### src/rtl/spi_pkg.sv
// spi_pkg: shared state encoding and command constants for the parametrised SPI slave.
package spi_pkg;
    localparam int CMD_W = 2;
    localparam logic [CMD_W-1:0] CMD_WR_ADDR = 2'b00;
    localparam logic [CMD_W-1:0] CMD_WR_DATA = 2'b01;
    localparam logic [CMD_W-1:0] CMD_RD_ADDR = 2'b10;
    localparam logic [CMD_W-1:0] CMD_RD_DATA = 2'b11;
    typedef enum logic [2:0] {
        IDLE,
        CHK_CMD,
        WRITE,
        READ_ADD,
        READ_DATA,
        WAIT_TX,
        SEND,
        DONE
    } spi_state_e;
endpackage

### src/rtl/spi_tx_shifter.sv
// spi_tx_shifter: holds the read data and presents it MSB-first, flagging the last bit.
module spi_tx_shifter #(
    parameter int DATA_W = 8
) (
    input  logic              clk,
    input  logic              rst_n,
    input  logic              i_load,
    input  logic [DATA_W-1:0] i_data,
    input  logic              i_shift_en,
    output logic              o_bit,
    output logic              o_done
);
    localparam int CW = $clog2(DATA_W + 1);
    logic [DATA_W-1:0] r_sh;
    logic [CW-1:0]     r_cnt;
    assign o_bit  = r_sh[DATA_W-1];
    assign o_done = r_cnt == CW'(DATA_W - 1);
    always_ff @(posedge clk or negedge rst_n) begin
        if (!rst_n) begin
            r_sh  <= '0;
            r_cnt <= '0;
        end else if (i_load) begin
            r_sh  <= i_data;
            r_cnt <= '0;
        end else if (i_shift_en) begin
            r_sh  <= r_sh << 1;
            r_cnt <= r_cnt + CW'(1);
        end
    end
endmodule

### src/rtl/spi_slave_param.sv
// spi_slave_param: SPI slave receiving {cmd, payload} frames and returning read data on MISO,
// with truncated-frame detection when SS_n rises mid-frame.
module spi_slave_param
    import spi_pkg::*;
#(
    parameter int DATA_W = 8,
    parameter int CNT_W  = $clog2(DATA_W + 3)
) (
    input  logic                    clk,
    input  logic                    rst_n,
    input  logic                    SS_n,
    input  logic                    MOSI,
    input  logic                    tx_valid,
    input  logic [DATA_W-1:0]       tx_data,
    output logic                    MISO,
    output logic [DATA_W+CMD_W-1:0] rx_data,
    output logic                    rx_valid,
    output logic                    frame_err,
    output logic                    rd_pending,
    output logic                    busy
);
    localparam int FRAME_W = DATA_W + CMD_W;
    spi_state_e         r_state, w_next;
    logic [FRAME_W-1:0] r_rx_sh;
    logic [FRAME_W-1:0] w_frame;
    logic [CNT_W-1:0]   r_bit_cnt;
    logic               r_miso, r_rx_valid, r_frame_err, r_rd_pending;
    logic [FRAME_W-1:0] r_rx_data;
    logic               w_abort, w_frame_done, w_shifting, w_load, w_shift_en;
    logic               w_tx_bit, w_tx_done;
    assign w_frame    = {r_rx_sh[FRAME_W-2:0], MOSI};
    assign MISO       = r_miso;
    assign rx_data    = r_rx_data;
    assign rx_valid   = r_rx_valid;
    assign frame_err  = r_frame_err;
    assign rd_pending = r_rd_pending;
    assign busy       = r_state != IDLE;
    always_comb begin
        w_next       = r_state;
        w_abort      = 1'b0;
        w_frame_done = 1'b0;
        w_shifting   = 1'b0;
        w_load       = 1'b0;
        w_shift_en   = 1'b0;
        case (r_state)
            IDLE: w_next = SS_n ? IDLE : CHK_CMD;
            CHK_CMD: begin
                w_abort = SS_n;
                w_next  = SS_n ? IDLE : !MOSI ? WRITE : r_rd_pending ? READ_DATA : READ_ADD;
            end
            WRITE, READ_ADD, READ_DATA: begin
                w_abort      = SS_n;
                w_shifting   = !SS_n;
                w_frame_done = !SS_n && r_bit_cnt == CNT_W'(FRAME_W - 1);
                if (SS_n)
                    w_next = IDLE;
                else if (w_frame_done)
                    w_next = (r_state == READ_DATA) ? WAIT_TX : DONE;
            end
            WAIT_TX: begin
                w_abort = SS_n;
                w_load  = !SS_n && tx_valid;
                w_next  = SS_n ? IDLE : tx_valid ? SEND : WAIT_TX;
            end
            SEND: begin
                w_abort    = SS_n;
                w_shift_en = !SS_n;
                w_next     = SS_n ? IDLE : w_tx_done ? DONE : SEND;
            end
            DONE: w_next = SS_n ? IDLE : DONE;
            default: w_next = IDLE;
        endcase
    end
    always_ff @(posedge clk or negedge rst_n) begin
        if (!rst_n) begin
            r_state      <= IDLE;
            r_rx_sh      <= '0;
            r_bit_cnt    <= '0;
            r_miso       <= 1'b0;
            r_rx_valid   <= 1'b0;
            r_frame_err  <= 1'b0;
            r_rd_pending <= 1'b0;
            r_rx_data    <= '0;
        end else begin
            r_state     <= w_next;
            r_rx_valid  <= w_frame_done;
            r_frame_err <= w_abort;
            r_miso      <= w_shift_en ? w_tx_bit : 1'b0;
            if (r_state == CHK_CMD && !SS_n) begin
                r_rx_sh   <= {{(FRAME_W-1){1'b0}}, MOSI};
                r_bit_cnt <= CNT_W'(1);
            end else if (w_shifting) begin
                r_rx_sh   <= w_frame;
                r_bit_cnt <= r_bit_cnt + CNT_W'(1);
            end
            // cmd[0] rides along in the frame; only the state decides rd_pending
            if (w_frame_done) begin
                r_rx_data <= w_frame;
                if (r_state == READ_ADD)
                    r_rd_pending <= 1'b1;
                else if (r_state == READ_DATA)
                    r_rd_pending <= 1'b0;
            end
        end
    end
    spi_tx_shifter #(.DATA_W(DATA_W)) u_tx (
        .clk       (clk),
        .rst_n     (rst_n),
        .i_load    (w_load),
        .i_data    (tx_data),
        .i_shift_en(w_shift_en),
        .o_bit     (w_tx_bit),
        .o_done    (w_tx_done)
    );
endmodule
### config.mk
export PLATFORM = sky130hd
export DESIGN_NAME = spi_slave_param
export DESIGN_NICKNAME = d
export VERILOG_FILES = /design/src/rtl/spi_pkg.sv /design/src/rtl/spi_tx_shifter.sv /design/src/rtl/spi_slave_param.sv
export SDC_FILE = /design/constraint.sdc
export NUM_CORES = 1
export LEC_CHECK = 0
export CAP_MARGIN = 40
export CORE_ASPECT_RATIO = 0.8
export CORE_MARGIN = 2
export CORE_UTILIZATION = 30
export DETAILED_ROUTE_END_ITERATION = 6
export PLACE_DENSITY = 0.5
export SETUP_SLACK_MARGIN = 0.2
export SLEW_MARGIN = 20
export SYNTH_ARGS = -nofsm -noshare
export SYNTH_HDL_FRONTEND = slang
export SYNTH_SLANG_ARGS = --single-unit
### constraint.sdc
create_clock -name clk -period 2.2 [get_ports clk]
set_input_delay 0.44 -clock clk [delete_from_list [all_inputs] [get_ports clk]]
set_output_delay 0.44 -clock clk [all_outputs]
set_load 0.05 [all_outputs]
==> results.md <==
- Sequential element share of the synthesized area: a little over half
- Crit-path max FO: 2
- Total Wirelength: 4160 um
- Avg Inst Size Synth: 11.4 um^2
- CP max-delay cell: clkdlybuf4s50_1
- Clock transition at path regs: 0.09 ns
- Total of warnings raised by yosys: 0
- PD cells: 930 nW/um^2
- Slew Viols, Final: 0
- Crit path cell chain: clkdlybuf4s50_1
- CTS Sinks: 42
- Post-route non-filler standard cell count: around 290
- Final clock skew: between 0.005 and 0.006 ns
- ANT nets after route: 0
- R2r startpoint: r_state[0]
- Starting Density: 30.7%
- Post-CTS Hold Buffers: 0
- Num CTS Buffers: 5
- Initial antenna violation count: 0
- Tmin final: 1.92 ns
- Final Hold Viols: 0
- Most frequent cells in the layout: dfrtp_1, clkdlybuf4s50_1, nand2_1
- Total negative slack: 0 ns
- Total power: ~0.0023 W
- FMAX: 522 MHz
- Overall Global Routing Usage: 12.6%
- Final hold slack: 0.108 ns
- Via count: around 1,400
- Largest net degree at the start of global routing: 24
- Routability cong.: 0.730
- 1st-iter DRT viols: 64
- IO Port Bufs: 27
- Status: finished, final reports clean
- Max cap viols: 0
- First-pass GRT wire length: 7020 um
- Num rows: 26
- Flop-to-flop setup slack: 0.52 ns
- Drt first pass iters: 4
- Global route overflow: 0
- Worst path max stage delay: 0.81 ns
- H-tree depth: 2
- Inst Count DP: 280
- Worst-Skew Late Latency: about 0.30 ns
- # IOs: 28
- Vias in the first global route: around 1,400
- CTS tree: built
- Layout area overhead: 25.9%
- Routed len/inst: around 14 um
- Die Y: around 76 um
- Hpwl dp: approximately 2900 um
- Commonest non-fill, non-tap cell in the layout: dfrtp_1
- Cells on worst reg2reg path: 3
- Die area: between 7000 and 8000 um^2
- Width of the die: ~94 um
- Syn_nets: about 190
- Gate Count Post-Synth: 170
- Yosys cell types: 43
- Via density: between 4 and 5
- Hold Crit Class: input port to asynchronous set/reset pin
- Fin nets: 219
- Flops & latches, synth: 42
- Worst slew pin tran: 0.506 ns
- Clk buf depth: 2
- Endpoints failing setup: 0
- R2R Path End: r_rx_sh[0]
- VDD IR max: 0.000485 V
- Lkg Pwr: between 1 and 1.5 nW
- Max_slew headroom: 65.4%
- Ant. Diodes: 0
- Final Cycle Share: 87.1%
- Worst path bufs/invs: 1
- # DRC: 0
- Setup Crit Path Kind: register to primary output
- Mapped Area: ~2000 um^2
- Worst Path Required: around 1.8 ns
- Setup crit end kind: primary output
- Worst Path Arrival: 1.48 ns
- Worst setup SP type: register
- RSZ-0062 raised after global routing: false
- CTS root buf: clkbuf_8
- Area of the core: 6340 um^2
- Final design utilization: 38.6%
- CP delay by family, top: buffers and inverters
- Layout cells sized above 1: 13.2%
[report_power, final]
part,switching (W),internal [W],total [W]
Combinational,0.000303,0.000267,0.000570
Clock,0.000295,0.000341,0.000636
Sequential,0.000157,0.000915,0.00107
[synthesized netlist by cell type (all sizes together)]
cell type | count | area share, %
a2111oi | 1 | 0.45
a21oi | 6 | 1.7
a221o | 5 | 2.6
a31oi | 1 | 0.32
a41oi | 1 | 0.45
and2 | 7 | 2.3
and3 | 1 | 0.32
and3b | 2 | 0.90
and4bb | 1 | 0.64
buf | 9 | 3.1
clkbuf | 3 | 0.58
dfrtp | 42 | 54
ha | 3 | 1.9
inv | 5 | 0.96
mux2 | 11 | 6.6
mux2i | 6 | 3.1
nand2 | 15 | 2.9
nand2b | 1 | 0.32
nand3 | 5 | 1.3
nand3b | 1 | 0.39
nand4bb | 1 | 0.58
nor2 | 1 | 0.19
nor2b | 3 | 0.96
nor3b | 2 | 1.0
nor4b | 2 | 1.7
o2111ai | 1 | 0.45
o211ai | 1 | 0.39
o21ai | 24 | 6.2
o41a | 1 | 0.58
o41ai | 1 | 0.45
or2 | 1 | 0.32
or3 | 4 | 1.3
or4b | 1 | 0.71
xnor2 | 1 | 0.45
[metrics by stage]
stage,cell area [um^2],worst slack [ns]
floorplan,1950,0.502
global placement,2340,0.0381
detailed placement,2340,-0.00454
CTS,2450,0.262
global route,2450,0.201
finish,2450,0.284
[worst max-delay path by stage]
stage            endpoint  depth (start not counted)        from  slack [ns]
5_1_grt        r_state[0]                          4        SS_n        0.20
4_1_cts        rx_data[0]                          1  rx_data[0]        0.26
3_3_place_gp   r_rx_sh[0]                          4        SS_n        0.04
6_report       rx_data[0]                          1  rx_data[0]        0.28
2_1_floorplan  r_rx_sh[0]                          4        SS_n        0.50
3_5_place_dp   rx_data[2]                          5        SS_n      -0.005
[what timing repair did]
item	in CTS	in global routing
resized for setup	1	0
endpoints found under the setup margin	1	0
buffers inserted	0	0
[flip-flops by register name (all words and copies together) (netlist names)]
register	flops
u_tx.r_sh	8
rd_pending	1
frame_err	1
r_state	3
MISO	1
r_rx_sh	9
rx_data	10
r_bit_cnt	4
u_tx.r_cnt	4
rx_valid	1
[per-layer routing]
metal	up-vias	global-route usage (%)	share of wire (%)
li1	673	-	-
met1	710	17.8	49
met2	25	18.4	46
met3	6	2.87	2.9
met4	0	5.51	1.8
met5	-	0	0
[cell families (layout without fill, tap and decap cells)]
group / count (synthesis) / after routing / synth area share (%)
and+or+nand+nor: 48 / 48 / 15.8
DFF: 42 / 42 / 54.0
muxes: 17 / 17 / 9.65
adders and majority gates: 3 / 3 / 1.93
xor gates and xnor gates: 1 / 1 / 0.450
buffers and inverters: 17 / 51 / 4.63
AOI/OAI and AO/OA: 42 / 42 / 13.6
[layout make-up]
class / count / area, um^2
Fill cell: 604 / 3890
Clock buffer: 5 / 68.8
Tap cell: 84 / 105
Clock inverter: 3 / 43.8
Sequential cell: 42 / 1050
Inverter: 5 / 18.8
Timing Repair Buffer: 38 / 357
Multi-Input combinational cell: 111 / 805
Note: power is estimated with default switching activity, not from simulation.
